===== config.mk =====
export PLATFORM = sky130hd
export DESIGN_NAME = interrupt_acknowledge_vector_driver
export DESIGN_NICKNAME = d
export VERILOG_FILES = /design/src/rtl/interrupt_controller_pkg.sv /design/src/rtl/inta_edge_detector.sv /design/src/rtl/interrupt_acknowledge_vector_driver.sv
export SDC_FILE = /design/constraint.sdc
export NUM_CORES = 1
export LEC_CHECK = 0
export ABC_AREA = 1
export BUFFER_PORTS_ARGS = -buffer_cell sky130_fd_sc_hd__buf_2
export CAP_MARGIN = 10
export CORE_MARGIN = 4
export CORE_UTILIZATION = 33
export DETAILED_ROUTE_END_ITERATION = 16
export PLACE_DENSITY = 0.63
export SETUP_SLACK_MARGIN = 0.05
export SYNTH_ARGS = -nofsm -noshare
export SYNTH_HDL_FRONTEND = slang
export SYNTH_HIERARCHICAL = 1
export SYNTH_SLANG_ARGS = --single-unit

===== constraint.sdc =====
create_clock -name clock -period 2.02 [get_ports clock]
set_clock_uncertainty 0.2 [all_clocks]
set_input_delay 0.202 -clock clock [delete_from_list [all_inputs] [get_ports clock]]
set_output_delay 0.202 -clock clock [all_outputs]
set_load 0.005 [all_outputs]

===== src/rtl/interrupt_controller_pkg.sv =====
// Shared types and helpers for the 8259A-style interrupt controller blocks.
// Contents: acknowledge-sequence state enum, captured-config struct, default
//   CALL opcode, and the vector byte builder used by the INTA# driver.
package interrupt_controller_pkg;

  typedef enum logic [2:0] {
    IDLE   = 3'd0,
    PULSE1 = 3'd1,
    WAIT2  = 3'd2,
    PULSE2 = 3'd3,
    WAIT3  = 3'd4,
    PULSE3 = 3'd5
  } ack_state_t;

  // Configuration frozen at the first INTA# fall of a sequence.
  typedef struct packed {
    logic       mode;   // 1 = 8086, 0 = 8080
    logic       adi;    // 1 = interval 4, 0 = interval 8
    logic [2:0] a7_5;
    logic [7:0] icw2;
    logic       dve;    // 0 = a cascaded slave supplies vector bytes
  } ack_cfg_t;

  localparam logic [7:0] CALL_OPCODE_DEFAULT = 8'hCD;

  // pulse is 1..3; any pulse that carries no byte returns 8'h00.
  function automatic logic [7:0] build_vector(input logic       mode,
                                              input logic       adi,
                                              input logic [2:0] a7_5,
                                              input logic [7:0] icw2,
                                              input logic [2:0] level,
                                              input logic [1:0] pulse);
    logic [7:0] v;
    v = 8'h00;
    if (mode) begin
      if (pulse == 2'd2) v = {icw2[7:3], level};
    end else begin
      case (pulse)
        2'd1:    v = CALL_OPCODE_DEFAULT;
        2'd2:    v = adi ? {a7_5, level, 2'b00} : {a7_5[2:1], level, 3'b000};
        2'd3:    v = icw2;
        default: v = 8'h00;
      endcase
    end
    return v;
  endfunction

endpackage


===== src/rtl/inta_edge_detector.sv =====
// INTA# edge detector with suppression of a false edge right after reset.
// Ports: clock, reset_n, interrupt_acknowledge_n in; fall, rise (combinational,
//   valid in the cycle the edge is sampled) out.
module inta_edge_detector (
  input  logic clock,
  input  logic reset_n,
  input  logic interrupt_acknowledge_n,
  output logic fall,
  output logic rise
);

  logic inta_d;
  logic armed;  // low only during the first cycle after reset release

  always_ff @(posedge clock or negedge reset_n) begin
    if (!reset_n) begin
      inta_d <= 1'b1;
      armed  <= 1'b0;
    end else begin
      inta_d <= interrupt_acknowledge_n;
      armed  <= 1'b1;
    end
  end

  // In the first cycle out of reset inta_d is just loaded, not compared, so an
  // INTA# already low at release is not mistaken for a fall.
  assign fall = armed &  inta_d & ~interrupt_acknowledge_n;
  assign rise = armed & ~inta_d &  interrupt_acknowledge_n;

endmodule


===== src/rtl/interrupt_acknowledge_vector_driver.sv =====
// Drives the vector bytes onto the data bus during 8080 (3-pulse) or 8086
//   (2-pulse) INTA# sequences, and tells the in-service logic when to latch.
// Ports: clock/reset_n, INTA#, ICW config, resolver level, cascade enable in;
//   latch_in_service, data_bus_out(+enable), end_of_acknowledge_sequence out.
module interrupt_acknowledge_vector_driver
  import interrupt_controller_pkg::*;
#(
  parameter logic [7:0] CALL_OPCODE = CALL_OPCODE_DEFAULT
) (
  input  logic       clock,
  input  logic       reset_n,
  input  logic       interrupt_acknowledge_n,
  input  logic       initialization_write,
  input  logic       u8086_or_mcs80_config,
  input  logic       call_address_interval_4_or_8_config,
  input  logic [2:0] interrupt_vector_address,
  input  logic [7:0] interrupt_vector_address_high,
  input  logic [2:0] acknowledge_level,
  input  logic       drive_vector_enable,
  output logic       latch_in_service,
  output logic [7:0] data_bus_out,
  output logic       data_bus_out_enable,
  output logic       end_of_acknowledge_sequence
);

  logic fall;
  logic rise;

  inta_edge_detector u_edge (
    .clock                  (clock),
    .reset_n                (reset_n),
    .interrupt_acknowledge_n(interrupt_acknowledge_n),
    .fall                   (fall),
    .rise                   (rise)
  );

  ack_state_t state, state_n;
  ack_cfg_t   cfg_q, cfg_n;
  logic [2:0] level_q, level_n;
  logic       latch_n, end_n, en_n;
  logic [1:0] pulse_n;
  logic [7:0] byte_n, dat_n;

  always_comb begin
    state_n = state;
    cfg_n   = cfg_q;
    level_n = level_q;
    latch_n = 1'b0;
    end_n   = 1'b0;
    if (initialization_write) begin
      state_n = IDLE;  // abort wins over any edge this cycle, no end pulse
    end else begin
      case (state)
        IDLE: if (fall) begin
          state_n = PULSE1;
          latch_n = 1'b1;
          level_n = acknowledge_level;
          cfg_n   = '{mode: u8086_or_mcs80_config,
                      adi:  call_address_interval_4_or_8_config,
                      a7_5: interrupt_vector_address,
                      icw2: interrupt_vector_address_high,
                      dve:  drive_vector_enable};
        end
        PULSE1: if (rise) state_n = WAIT2;
        WAIT2:  if (fall) state_n = PULSE2;
        PULSE2: if (rise) begin
          if (cfg_q.mode) begin
            state_n = IDLE;
            end_n   = 1'b1;
          end else begin
            state_n = WAIT3;
          end
        end
        WAIT3:  if (fall) state_n = PULSE3;
        PULSE3: if (rise) begin
          state_n = IDLE;
          end_n   = 1'b1;
        end
        default: state_n = IDLE;
      endcase
    end

    case (state_n)
      PULSE1:  pulse_n = 2'd1;
      PULSE2:  pulse_n = 2'd2;
      PULSE3:  pulse_n = 2'd3;
      default: pulse_n = 2'd0;
    endcase

    // 8086 pulse 1 carries nothing; the 8080 CALL byte is always ours to
    // drive, every other byte only when no slave owns the vector.
    en_n = (pulse_n != 2'd0) && !(cfg_n.mode && pulse_n == 2'd1) &&
           (cfg_n.dve || (!cfg_n.mode && pulse_n == 2'd1));
    byte_n = (!cfg_n.mode && pulse_n == 2'd1) ? CALL_OPCODE :
             build_vector(cfg_n.mode, cfg_n.adi, cfg_n.a7_5, cfg_n.icw2,
                          level_n, pulse_n);
    dat_n = en_n ? byte_n : 8'h00;
  end

  always_ff @(posedge clock or negedge reset_n) begin
    if (!reset_n) begin
      state                       <= IDLE;
      cfg_q                       <= '0;
      level_q                     <= 3'd0;
      latch_in_service            <= 1'b0;
      data_bus_out                <= 8'h00;
      data_bus_out_enable         <= 1'b0;
      end_of_acknowledge_sequence <= 1'b0;
    end else begin
      state                       <= state_n;
      cfg_q                       <= cfg_n;
      level_q                     <= level_n;
      latch_in_service            <= latch_n;
      data_bus_out                <= dat_n;
      data_bus_out_enable         <= en_n;
      end_of_acknowledge_sequence <= end_n;
    end
  end

endmodule


==> results of run 1 <==
-- cell type report --
class | count | share of cell area (%)
Sequential cell | 33 | 35.5
Multi-Input combinational cell | 145 | 33.6
Timing Repair Buffer | 57 | 18.5
Inverter | 29 | 5.20
Clock buffer | 7 | 3.70
Tap cell | 67 | 3.59
-- kinds of logic after synthesis --
| family | after synthesis |
|---|---|
| other | 1 |
| and+or+nand+nor | 132 |
| buffers and inverters | 31 |
| DFF | 33 |
| AOI/OAI and AO/OA | 11 |
-- report_power, final --
part | switching [W] | internal, W
Combinational | 0.000227 | 0.000147
Sequential | 0.0000264 | 0.000741
Clock | 0.000220 | 0.000270
-- cell usage after synthesis --
| cell type | count | area [µm²] |
|---|---|---|
| sky130_fd_sc_hd__dfrtp_1 | 32 | 801 |
| sky130_fd_sc_hd__inv_2 | 4 | 15.0 |
| sky130_fd_sc_hd__conb_1 | 1 | 3.75 |
| sky130_fd_sc_hd__nand4_1 | 8 | 50.1 |
| sky130_fd_sc_hd__nand2_2 | 7 | 43.8 |
| sky130_fd_sc_hd__nor2_1 | 6 | 22.5 |
| sky130_fd_sc_hd__clkinv_2 | 2 | 10.0 |
| sky130_fd_sc_hd__nor2_4 | 3 | 33.8 |
| sky130_fd_sc_hd__nand3_1 | 12 | 60.1 |
| sky130_fd_sc_hd__nand2_1 | 89 | 334 |
| sky130_fd_sc_hd__a211oi_1 | 1 | 7.51 |
| sky130_fd_sc_hd__inv_1 | 22 | 82.6 |
| sky130_fd_sc_hd__nand3_4 | 1 | 17.5 |
| sky130_fd_sc_hd__buf_6 | 2 | 22.5 |
| sky130_fd_sc_hd__nand2_4 | 3 | 33.8 |
| sky130_fd_sc_hd__clkinv_1 | 1 | 3.75 |
| sky130_fd_sc_hd__a21oi_1 | 9 | 45.0 |
| sky130_fd_sc_hd__nand3_2 | 1 | 10.0 |
| sky130_fd_sc_hd__o21ai_0 | 1 | 5.00 |
| sky130_fd_sc_hd__nor2_2 | 2 | 12.5 |
| sky130_fd_sc_hd__dfstp_2 | 1 | 26.3 |
-- metal layers --
metal	wire length, µm	global-route usage (%)
met5	0	0
met4	44	3.15
met3	183	4.24
met2	1920	21.9
met1	1790	15.6
-- worst max path at each step --
stage,from,to
6_report,u_edge/inta_d$_DFF_PN1_,data_bus_out[0]$_DFF_PN0_
5_1_grt,u_edge/inta_d$_DFF_PN1_,data_bus_out[4]$_DFF_PN0_
4_1_cts,u_edge/inta_d$_DFF_PN1_,data_bus_out[4]$_DFF_PN0_
3_5_place_dp,u_edge/inta_d$_DFF_PN1_,data_bus_out[4]$_DFF_PN0_
3_3_place_gp,u_edge/inta_d$_DFF_PN1_,data_bus_out[4]$_DFF_PN0_
2_1_floorplan,u_edge/inta_d$_DFF_PN1_,data_bus_out[7]$_DFF_PN0_
-- sequential cells by signal (all words and copies together) (netlist names) --
name and count:
cfg_q 14, data_bus_out 8, data_bus_out_enable 1, end_of_acknowledge_sequence 1, latch_in_service 1, level_q 3, state 3, u_edge/armed 1
u_edge/inta_d 1
-- critical path: stages, from the launching register on --
cell and delay [ps]:
sky130_fd_sc_hd__dfstp_2 540, sky130_fd_sc_hd__nand2_2 60, sky130_fd_sc_hd__nor2_4 110, sky130_fd_sc_hd__inv_2 50
sky130_fd_sc_hd__nor2_4 160, sky130_fd_sc_hd__buf_4 130, sky130_fd_sc_hd__buf_4 110, sky130_fd_sc_hd__nand4_1 80
sky130_fd_sc_hd__nand2_1 110, sky130_fd_sc_hd__clkinv_1 120, sky130_fd_sc_hd__a21oi_1 180, sky130_fd_sc_hd__nor2_1 70
-- repair_timing --
item / in CTS / in global routing
setup buffers: 2 / 7
hold endpoints to repair: 44 / 2
gates cloned: 0 / 2
setup endpoints to repair: 7 / 8
pin swaps: 0 / 11
resized for setup: 5 / 34
hold buffers: 12 / 2
-- layout by cell type, fill, tap and decap left out, types with 6 or more instances in the layout --
master and count:
sky130_fd_sc_hd__inv_1 20, sky130_fd_sc_hd__dlygate4sd3_1 14, sky130_fd_sc_hd__nand4_1 8, sky130_fd_sc_hd__dfrtp_1 32, sky130_fd_sc_hd__a21oi_1 7, sky130_fd_sc_hd__clkbuf_8 6, sky130_fd_sc_hd__nand2_2 22, sky130_fd_sc_hd__nand3_1 9
sky130_fd_sc_hd__buf_2 31, sky130_fd_sc_hd__nand2_1 73, sky130_fd_sc_hd__buf_4 7, sky130_fd_sc_hd__inv_2 6
-- stage by stage --
step	area (µm²)	hold slack, ps	std cells
finish	2330	13.1	338
global route	2330	16.0	338
CTS	2110	-170	327
detailed placement	1870	109	306
global placement	1870	106	306
floorplan	1640	-294	208
==> metrics.log, run 1 <==
INFO  metric outcome = finished, violations left
INFO  metric failing_checks = setup timing
INFO  metric detail_route.drc_violations = 0
INFO  metric synth.area.mux_share = 0%
INFO  metric core.rowCount = 25
INFO  metric fin_nets = around 290
INFO  metric initial_core_utilization = roughly a third
INFO  metric fillCellCount = approximately 460
INFO  metric timing_worst_setup_path_type = reg -> reg
INFO  metric final_layout_size_suffix_gt1_share = a little over a third
INFO  metric timing.slew.headroom = between 50 and 60%
INFO  metric cts.clk_slew.worst_paths = approximately 60 ps
INFO  metric final_critical_path_setup_slack = -6.73 ps
INFO  metric chipHeight = slightly below 80 µm
INFO  metric pin_count_of_the_biggest_net_entering_global_routing = 34
INFO  metric grt_setup_unrepaired = yes
INFO  metric vias_per_cell = about 4.4
INFO  metric antenna_violating_nets_post_route = 0
INFO  metric detailedRoute.firstPassIterationCount = 4
INFO  metric io-pin-count = 32
INFO  metric synthesized_area_fraction_occupied_by_and_or_nand_nor_cells = about 38%
INFO  metric finalHoldViolCount = 0
INFO  metric worst_flop_to_flop_path_startpoint = u_edge/inta_d$_DFF_PN1_
INFO  metric worst_r2r_path_depth = 11
INFO  metric hold_path_startpoint = drive_vector_enable
INFO  metric syn_avg_cell_area = about 8 µm²
INFO  metric fp.dieW = a little under 80 µm
INFO  metric die_area = roughly 6200 µm²
INFO  metric startpoint_type = flip-flop
INFO  metric synthesis.area = approximately 1600 µm²
INFO  metric crit-reg2reg-capture = data_bus_out[0]$_DFF_PN0_
INFO  metric gpl.final_weighted_congestion = 0.768
INFO  metric fmax = ~500 MHz
INFO  metric routed_length_per_instance = approximately 12 µm
INFO  metric synth_top_family_by_area = simple AND/OR/NAND/NOR gates
INFO  metric insertedDiodeCount = 0
INFO  metric port_buffers = 31
INFO  metric cts_tree = yes
INFO  metric worst-r2r-setup-slack = -7 ps
INFO  metric leakagePower = 1.23 nW
INFO  metric multiInputGateArea = roughly 800 µm²
INFO  metric synth-adder-area-share = 0%
INFO  metric syn-num-nets = roughly 230
INFO  metric cts_made_buffers = 5
INFO  metric cts_htree_levels = 2
INFO  metric clockBufferDepth = 2
INFO  metric area_delta_synth_final = 42.2%
INFO  metric dp_hpwl = 2620 µm
INFO  metric grt_pass1_wl = approximately 6200 µm
INFO  metric max_slew.worst_pin.slew = between 700 and 800 ps
INFO  metric worst_skew_late_latency = between 200 and 300 ps
INFO  metric dr_total_vias = about 1500
INFO  metric min_delay_worst_endpoint = cfg_q[0]$_DFF_PN0_
INFO  metric ctsRootBufferMaster = sky130_fd_sc_hd__clkbuf_8
INFO  metric grt_antenna_before_repair = 0
INFO  metric wl = slightly below 4000 µm
INFO  metric first_global_vias = approximately 1400
INFO  metric finalCriticalPeriod = 2030 ps
INFO  metric grt.overflow.total = 0
INFO  metric crit_path_max_fanout = 5
INFO  metric timing.final.max_slew_violations = 0
INFO  metric dr.first_iter.drc_count = 56
INFO  metric synth_cell_type_count = 21
INFO  metric worst_ir_drop_vdd = ~0.28 mV
INFO  metric cap_viol_max_count = 0
INFO  metric worst_ep_required_time = roughly 2000 ps
INFO  metric synthesis_warnings = 6
INFO  metric core = roughly 4800 µm²
INFO  metric power.density = 699 nW/µm²
INFO  metric clkSinkCount = 33
INFO  metric worst_hold_path.num_cells = 3
INFO  metric place_ws = -28.9 ps
INFO  metric timing.critical_path.arrival = roughly 2000 ps
INFO  metric synthesis_stage_register_bit_count = 33
INFO  metric final.period_utilization = 100%
INFO  metric regArea = just over 800 µm²
INFO  metric worstSetupEndpointType = flip-flop
INFO  metric power.total = 0.00163 W
INFO  metric synthCells = roughly 210
INFO  metric hold_path_class = in -> reg
INFO  metric setup_viol = 2
INFO  metric post_synth_xor_area_fraction = 0%
INFO  metric synth_compound_area_share = around 3.5%
INFO  metric final.setup.tns = -11.0 ps
INFO  metric finish.utilization = between 40% and 50%
INFO  metric groute.usage.overall = roughly an eighth
INFO  metric synth_seq_area_share = approximately half
Note: power is estimated with default switching activity, not from simulation.
==> inputs of run 2 (changes only) <==
--- a/config.mk
+++ b/config.mk
@@ -12,6 +12,7 @@
 export CORE_UTILIZATION = 33
 export DETAILED_ROUTE_END_ITERATION = 16
 export PLACE_DENSITY = 0.63
+export REMOVE_ABC_BUFFERS = 1
 export SETUP_SLACK_MARGIN = 0.05
 export SYNTH_ARGS = -nofsm -noshare
 export SYNTH_HDL_FRONTEND = slang
==> metrics.log, run 2 (synthesized netlist as in run 1, its figures left out) <==
INFO  metric outcome = finished, violations left
INFO  metric failing_checks = setup timing
INFO  metric final.setup.tns = -28.1 ps (-17.1 ps)
INFO  metric finalCriticalPeriod = 2030 ps (+1.43 ps)
INFO  metric crit_slowest_cell = sky130_fd_sc_hd__dfstp_2
INFO  metric finalHoldViolCount = 0 (unchanged)
INFO  metric cts_tree = yes
INFO  metric port_buffers = 31 (unchanged)
INFO  metric grt_setup_unrepaired = yes
INFO  metric grt.overflow.total = 0 (unchanged)
INFO  metric timing.critical_path.arrival = 2010 ps (+20 ps)
INFO  metric area_delta_synth_final = 46.8%
INFO  metric clkSinkCount = 33 (unchanged)
INFO  metric worst_ir_drop_vdd = 0.349 mV (+26%)
INFO  metric crit_path_max_fanout = 8 (+3)
INFO  metric core.rowCount = 25 (unchanged)
INFO  metric die_area = 6160 µm² (unchanged)
INFO  metric ctsRootBufferMaster = sky130_fd_sc_hd__clkbuf_8
INFO  metric wl = 4160 µm (+5.7%)
INFO  metric io-pin-count = 32 (unchanged)
INFO  metric detailedRoute.firstPassIterationCount = 4 (unchanged)
INFO  metric final_cell_mix = sky130_fd_sc_hd__nand2_1 (63), sky130_fd_sc_hd__dfrtp_1 (32), sky130_fd_sc_hd__buf_2 (31)
INFO  metric core = 4750 µm² (unchanged)
INFO  metric timing.final.max_slew_violations = 0 (unchanged)
INFO  metric final_layout_size_suffix_gt1_share = 42.8% (+6.2 points)
INFO  metric worst_flop_to_flop_path_startpoint = u_edge/inta_d$_DFF_PN1_
INFO  metric area_after_detailed_placement = 1880 µm² (+0.40%)
INFO  metric routed_length_per_instance = 12.1 µm (+4.2%)
INFO  metric fin_nets = 296 (+1.4%)
INFO  metric crit_start = u_edge/inta_d$_DFF_PN1_
INFO  metric startpoint_type = flip-flop
INFO  metric worst_ep_required_time = 2000 ps (about the same)
INFO  metric post-route-cell-area = 2410 µm² (+3.3%)
INFO  metric fp.dieW = 78.5 µm (unchanged)
INFO  metric path_depth = 11 (unchanged)
INFO  metric stdcell_count = 343 (+1.5%)
INFO  metric dr_total_vias = 1564 (+4.1%)
INFO  metric pin_count_of_the_biggest_net_entering_global_routing = 34 (unchanged)
INFO  metric final_critical_path_setup_slack = -8.16 ps (-1.43 ps)
INFO  metric crit_family = simple AND/OR/NAND/NOR gates
INFO  metric chipHeight = 78.5 µm (unchanged)
INFO  metric grt_antenna_before_repair = 0 (unchanged)
INFO  metric max_slew.worst_pin.slew = 751 ps (+5.31 ps)
INFO  metric timing.critical_path.buf_inv = 1 (-3)
INFO  metric groute.usage.overall = 14.1% (+1.3 points)
INFO  metric vias_per_cell = 4.56 (+2.5%)
INFO  metric hold_path_class = in -> reg
INFO  metric worst_skew_late_latency = 280 ps (about the same)
INFO  metric leakagePower = 1.26 nW (+2.0%)
INFO  metric cts_made_buffers = 5 (unchanged)
INFO  metric final.period_utilization = 100% (about the same)
INFO  metric cap_viol_max_count = 0 (unchanged)
INFO  metric top_register = cfg_q
INFO  metric worstSetupEndpointType = flip-flop
INFO  metric cp_peak_stage_delay = 540 ps (about the same)
INFO  metric finish.utilization = 50.7% (+1.6 points)
INFO  metric first_global_vias = 1518 (+7.3%)
INFO  metric power.density = 703 nW/µm² (+0.52%)
INFO  metric crit-reg2reg-capture = data_bus_out[5]$_DFF_PN0_
INFO  metric cp_cell_sequence = nand2_2 > nor2_4 > inv_2 > nor2_4 > nand3_4 > nand2_4 > nand2_8 > nand3_1 > nand2_4 > nand2_1 > a21oi_2
INFO  metric timing.slew.headroom = 49.9% (-0.35 points)
INFO  metric initial_core_utilization = 34.5% (unchanged)
INFO  metric dp_hpwl = 2620 µm (about the same)
INFO  metric detail_route.drc_violations = 0 (unchanged)
INFO  metric largest_register_ff_count = 14 (unchanged)
INFO  metric fmax = 493 MHz (about the same)
INFO  metric fillCellCount = 484 (+4.5%)
INFO  metric last_element_of_the_critical_path = data_bus_out[5]$_DFF_PN0_
INFO  metric clockBufferDepth = 2 (unchanged)
INFO  metric placed_cells = 307 (+0.33%)
INFO  metric dr.first_iter.drc_count = 77 (+38%)
INFO  metric cts_htree_levels = 2 (unchanged)
INFO  metric layout_top_registers = cfg_q x14, data_bus_out x8
INFO  metric power.total = 0.00169 W (+3.8%)
INFO  metric worst-r2r-setup-slack = -8 ps (about the same)
INFO  metric grt_pass1_wl = 6820 µm (+10%)
INFO  metric worst_r2r_path_depth = 11 (unchanged)
INFO  metric timing_worst_setup_path_type = reg -> reg
INFO  metric setup_viol = 5 (+3)
INFO  metric antenna_violating_nets_post_route = 0 (unchanged)
INFO  metric gpl.final_weighted_congestion = 0.801 (+4.3%)
INFO  metric layout.cells.most_common = sky130_fd_sc_hd__nand2_1
INFO  metric insertedDiodeCount = 0 (unchanged)
INFO  metric cts.clk_slew.worst_paths = 70 ps (about the same)
## run 2: cell types whose count changed in the layout (fill, tap and decap cells not counted), sizes merged
cell    change
buf         +4
clkbuf      -2
clkinv      +2
inv         +1
## run 2: layout make-up
type / count / area, µm² / area share [%]
Tap cell: 67 / 83.8 / 3.48
Clock buffer: 6 / 72.6 / 3.01
Sequential cell: 33 / 827 / 34.3
Timing Repair inverter: 1 / 8.76 / 0.364
Inverter: 29 / 129 / 5.35
Clock inverter: 2 / 10.0 / 0.416
Timing Repair Buffer: 60 / 427 / 17.7
Multi-Input combinational cell: 145 / 851 / 35.3
## run 2: per-stage QoR
step	worst slack (ps)	hold WS, ps
2_1_floorplan	103	-294
3_3_place_gp	-9.30	117
4_1_cts	17.4	26.1
3_5_place_dp	-71.6	121
6_report	-8.16	38.2
5_1_grt	-132	28.4
## run 2: how the worst min path moves through the flow
stage                     slack [ps]                 from  cells after the start                 end
after floorplan                 -290              reset_n                      0  cfg_q[0]$_DFF_PN0_
after global placement           120              reset_n                      1  state[2]$_DFF_PN0_
after detailed placement         120              reset_n                      1  state[2]$_DFF_PN0_
after CTS                         30  drive_vector_enable                      3  cfg_q[0]$_DFF_PN0_
after global routing              30  drive_vector_enable                      3  cfg_q[0]$_DFF_PN0_
final                             40  drive_vector_enable                      3  cfg_q[0]$_DFF_PN0_
## run 2: what timing repair did
item	4_1_cts	5_1_grt
buffers inserted	7	5
cloned	1	1
endpoints found under the setup margin	8	9
pin swaps	15	25
hold buffers	14	0
gates resized for setup	31	28
endpoints found under the hold margin	45	0
## run 2: routing by layer
metal	up-vias	routed length (µm)	GRT usage (%)
met5	-	0	0
met4	0	106	6.64
met3	10	206	4.82
met2	32	1980	22.4
met1	740	1870	17.2
li1	782	-	-
## run 2: where the power goes
| part | switching, W | leakage [nW] | internal (W) | total [W] |
|---|---|---|---|---|
| Sequential | 0.0000336 | 0.425 | 0.000742 | 0.000775 |
| Combinational | 0.000254 | 0.789 | 0.000190 | 0.000444 |
| Clock | 0.000235 | 0.0450 | 0.000238 | 0.000473 |
## run 2: worst reg2reg max path: stages (launching register included)
cell and delay [ps]:
sky130_fd_sc_hd__dfstp_2 540, sky130_fd_sc_hd__nand2_2 60, sky130_fd_sc_hd__nor2_4 90, sky130_fd_sc_hd__inv_2 50, sky130_fd_sc_hd__nor2_4 160, sky130_fd_sc_hd__nand3_4 220, sky130_fd_sc_hd__nand2_4 150, sky130_fd_sc_hd__nand2_8 100
sky130_fd_sc_hd__nand3_1 160, sky130_fd_sc_hd__nand2_4 60, sky130_fd_sc_hd__nand2_1 80, sky130_fd_sc_hd__a21oi_2 50
==> inputs of run 3 (changes only) <==
--- a/config.mk
+++ b/config.mk
@@ -6,12 +6,13 @@
 export NUM_CORES = 1
 export LEC_CHECK = 0
 export ABC_AREA = 1
-export BUFFER_PORTS_ARGS = -buffer_cell sky130_fd_sc_hd__buf_2
 export CAP_MARGIN = 10
 export CORE_MARGIN = 4
 export CORE_UTILIZATION = 33
+export CTS_CLUSTER_SIZE = 30
 export DETAILED_ROUTE_END_ITERATION = 16
-export PLACE_DENSITY = 0.63
+export DONT_BUFFER_PORTS = 1
+export PLACE_DENSITY = 0.58
 export REMOVE_ABC_BUFFERS = 1
 export SETUP_SLACK_MARGIN = 0.05
 export SYNTH_ARGS = -nofsm -noshare
==> metrics.log, run 3 (synthesized netlist as in run 1, its figures left out) <==
INFO  metric grt_pass1_wl = 6810 µm (-0.21%)
INFO  metric grt.met3_usage = 5.39% (+0.57 points)
INFO  metric grtUsageMet2 = 22.8% (+0.42 points)
INFO  metric cp_cell_sequence = nand2_2 > nor2_4 > inv_2 > nor2_4 > nand3_4 > clkinv_4 > buf_12 > nand2_4 > nand2_4 > nand2_2 > nand3_2 > nand2_1 > nor2_1
INFO  metric vias_per_cell = 4.47 (-2.0%)
INFO  metric finalCriticalPeriod = 1990 ps (-42.6 ps)
INFO  metric power.share.combinational = 21.7% (-4.5 points)
INFO  metric fmax = 504 MHz (+2.1%)
INFO  metric outcome = complete, no violations
INFO  metric io-pin-count = 32 (unchanged)
INFO  metric multiInputGateArea = 861 µm² (+1.2%)
INFO  metric first_global_vias = 1459 (-3.9%)
INFO  metric antenna_violating_nets_post_route = 0 (unchanged)
INFO  metric path_depth = 13 (+2)
INFO  metric cts_htree_levels = 2 (unchanged)
INFO  metric final_layout_size_suffix_gt1_share = 37.9% (-4.9 points)
INFO  metric layout_top_registers = cfg_q x14, data_bus_out x8
INFO  metric timing.critical_path.arrival = 2000 ps (about the same)
INFO  metric regArea = 827 µm² (unchanged)
INFO  metric power_frac_seq = 39.9% (-5.9 points)
INFO  metric final_cell_mix = sky130_fd_sc_hd__nand2_1 (59), sky130_fd_sc_hd__dfrtp_1 (32), sky130_fd_sc_hd__nand2_2 (27)
INFO  metric worst_ep_required_time = 2040 ps (+40 ps)
INFO  metric detail_route.drc_violations = 0 (unchanged)
INFO  metric area_delta_synth_final = 44.2%
INFO  metric finish.utilization = 49.7% (-0.92 points)
INFO  metric internal-power = 0.00141 W (+20%)
INFO  metric power.total = 0.00193 W (+14%)
INFO  metric hold_path_class = in -> reg
INFO  metric port_buffers = 0 (-100%)
INFO  metric power.density = 818 nW/µm² (+16%)
INFO  metric layout.cells.most_common = sky130_fd_sc_hd__nand2_1
INFO  metric worst_ir_drop_vdd = 0.327 mV (-6.5%)
INFO  metric cts_made_buffers = 5 (unchanged)
INFO  metric p_sw_share = 27.2% (-3.7 points)
INFO  metric largest_register_ff_count = 14 (unchanged)
INFO  metric gpl.final_weighted_congestion = 0.748 (-6.6%)
INFO  metric part_of_the_total_power_dissipated_in_the_clock_network = 38.4% (+10 points)
INFO  metric startpoint_type = flip-flop
INFO  metric crit_slowest_cell = sky130_fd_sc_hd__dfstp_2
INFO  metric crit_start = u_edge/inta_d$_DFF_PN1_
INFO  metric timing.final.max_slew_violations = 0 (unchanged)
INFO  metric worst_flop_to_flop_path_startpoint = u_edge/inta_d$_DFF_PN1_
INFO  metric crit_path_max_fanout = 8 (unchanged)
INFO  metric detailedRoute.firstPassIterationCount = 4 (unchanged)
INFO  metric hold_path_startpoint = interrupt_acknowledge_n
INFO  metric crit_family = simple AND/OR/NAND/NOR gates
INFO  metric timing.critical_path.buf_inv = 3 (+2)
INFO  metric pin_count_of_the_biggest_net_entering_global_routing = 34 (unchanged)
INFO  metric fp.dieW = 78.5 µm (unchanged)
INFO  metric groute.usage.overall = 14.3% (+0.11 points)
INFO  metric routed_length_per_instance = 12.4 µm (+2.0%)
INFO  metric gr-usage-met1 = 17.6% (+0.40 points)
INFO  metric final.hold.worst_slack = 35.3 ps (-2.88 ps)
INFO  metric cap_viol_max_count = 0 (unchanged)
INFO  metric crit-reg2reg-capture = data_bus_out[6]$_DFF_PN0_
INFO  metric finalHoldViolCount = 0 (unchanged)
INFO  metric grt_setup_unrepaired = yes
INFO  metric grt_antenna_before_repair = 0 (unchanged)
INFO  metric final.period_utilization = 98.3% (-2.1 points)
INFO  metric initial_core_utilization = 34.5% (unchanged)
INFO  metric fillCellCount = 449 (-7.2%)
INFO  metric grt.busiest_layer = met2
INFO  metric dp_hpwl = 2650 µm (+1.3%)
INFO  metric setup_viol = 0 (-5)
INFO  metric dr_total_vias = 1407 (-10%)
INFO  metric worstSetupEndpointType = flip-flop
INFO  metric min_delay_worst_endpoint = end_of_acknowledge_sequence$_DFF_PN0_
INFO  metric chipHeight = 78.5 µm (unchanged)
INFO  metric top_register = cfg_q
INFO  metric ctsRootBufferMaster = sky130_fd_sc_hd__clkbuf_8
INFO  metric worst-r2r-setup-slack = 30 ps (+40 ps)
INFO  metric clkSinkCount = 33 (unchanged)
INFO  metric core.rowCount = 25 (unchanged)
INFO  metric fin_nets = 268 (-9.5%)
INFO  metric leakagePower = 1.19 nW (-5.6%)
INFO  metric core = 4750 µm² (unchanged)
INFO  metric insertedDiodeCount = 0 (unchanged)
INFO  metric worst_r2r_path_depth = 13 (+2)
INFO  metric worst_skew_late_latency = 280 ps (about the same)
INFO  metric cts.clk_slew.worst_paths = 70 ps (about the same)
INFO  metric worst_hold_path.num_cells = 4 (+1)
INFO  metric clockBufferDepth = 2 (unchanged)
INFO  metric net_switching = 0.000527 W (+0.65%)
INFO  metric timing_worst_setup_path_type = reg -> reg
INFO  metric die_area = 6160 µm² (unchanged)
INFO  metric dr.first_iter.drc_count = 105 (+36%)
INFO  metric cp_peak_stage_delay = 540 ps (about the same)
INFO  metric grt.overflow.total = 0 (unchanged)
INFO  metric cts_tree = yes
INFO  metric wl = 3900 µm (-6.3%)
## run 3: cell types whose count changed in the layout (fill, tap and decap cells not counted), moves of 2 or more
cell | before | now
sky130_fd_sc_hd__a21oi_1 | 3 | 5
sky130_fd_sc_hd__a21oi_2 | 6 | 4
sky130_fd_sc_hd__buf_12 | 0 | 3
sky130_fd_sc_hd__buf_2 | 31 | 0
sky130_fd_sc_hd__buf_4 | 10 | 12
sky130_fd_sc_hd__buf_6 | 5 | 2
sky130_fd_sc_hd__bufinv_16 | 0 | 2
sky130_fd_sc_hd__dlygate4sd3_1 | 14 | 17
sky130_fd_sc_hd__nand2_1 | 63 | 59
sky130_fd_sc_hd__nand2_4 | 8 | 13
sky130_fd_sc_hd__nand3_1 | 9 | 7
sky130_fd_sc_hd__nand3_2 | 4 | 6
## run 3: worst register-to-register path: cells and delay by family (launching register included)
| family | cells | cell delay (ps) |
|---|---|---|
| simple gates | 10 | 900 |
| buf+inv | 3 | 290 |
| flops | 1 | 540 |
## run 3: final cells by class
type                            count  area share [%]
Inverter                           29            4.92
Tap cell                           67            3.54
Clock buffer                        5            2.91
Clock inverter                      3            2.75
Multi-Input combinational cell    144            36.4
Sequential cell                    33            35.0
Timing Repair Buffer               34            14.5
## run 3: worst max path at each step
stage | end | slack, ps
final | data_bus_out[6]$_DFF_PN0_ | 30
after global routing | data_bus_out[6]$_DFF_PN0_ | -90
after CTS | data_bus_out[2]$_DFF_PN0_ | 30
after detailed placement | data_bus_out[2]$_DFF_PN0_ | 10
after global placement | data_bus_out[2]$_DFF_PN0_ | 20
after floorplan | data_bus_out[4]$_DFF_PN0_ | 100
## run 3: metal layers
layer	vias up	share of wire [%]	wire [µm]
met5	-	0	0
met4	0	1.4	54
met3	4	5.9	231
met2	23	49	1930
met1	660	43	1690
li1	720	-	-
## run 3: power by group through the flow
| stage | clock (W) | combinational [W] | sequential, W |
|---|---|---|---|
| 2_1_floorplan | 0 | 0.000194 | 0.000773 |
| 3_3_place_gp | 0 | 0.000263 | 0.000781 |
| 3_5_place_dp | 0 | 0.000262 | 0.000780 |
| 4_1_cts | 0.000764 | 0.000323 | 0.000768 |
| 5_1_grt | 0.000795 | 0.000474 | 0.000780 |
| 6_report | 0.000743 | 0.000420 | 0.000771 |
## run 3: repair_timing
item / CTS / global route
endpoints found under the hold margin: 51 / 0
setup endpoints to repair: 5 / 8
pin swaps: 2 / 28
gates resized for setup: 7 / 55
hold buffers: 18 / 0
buffers inserted: 1 / 5
## run 3: per-stage QoR
stage                     setup slack [ps]  instance area (µm²)  cells  setup TNS [ps]
after floorplan                        103                 1620    206               0
after global placement                20.0                 1800    283               0
after detailed placement              12.3                 1800    283               0
after CTS                             27.5                 2160    310               0
after global routing                 -88.9                 2360    315            -418
final                                 34.5                 2360    315               0
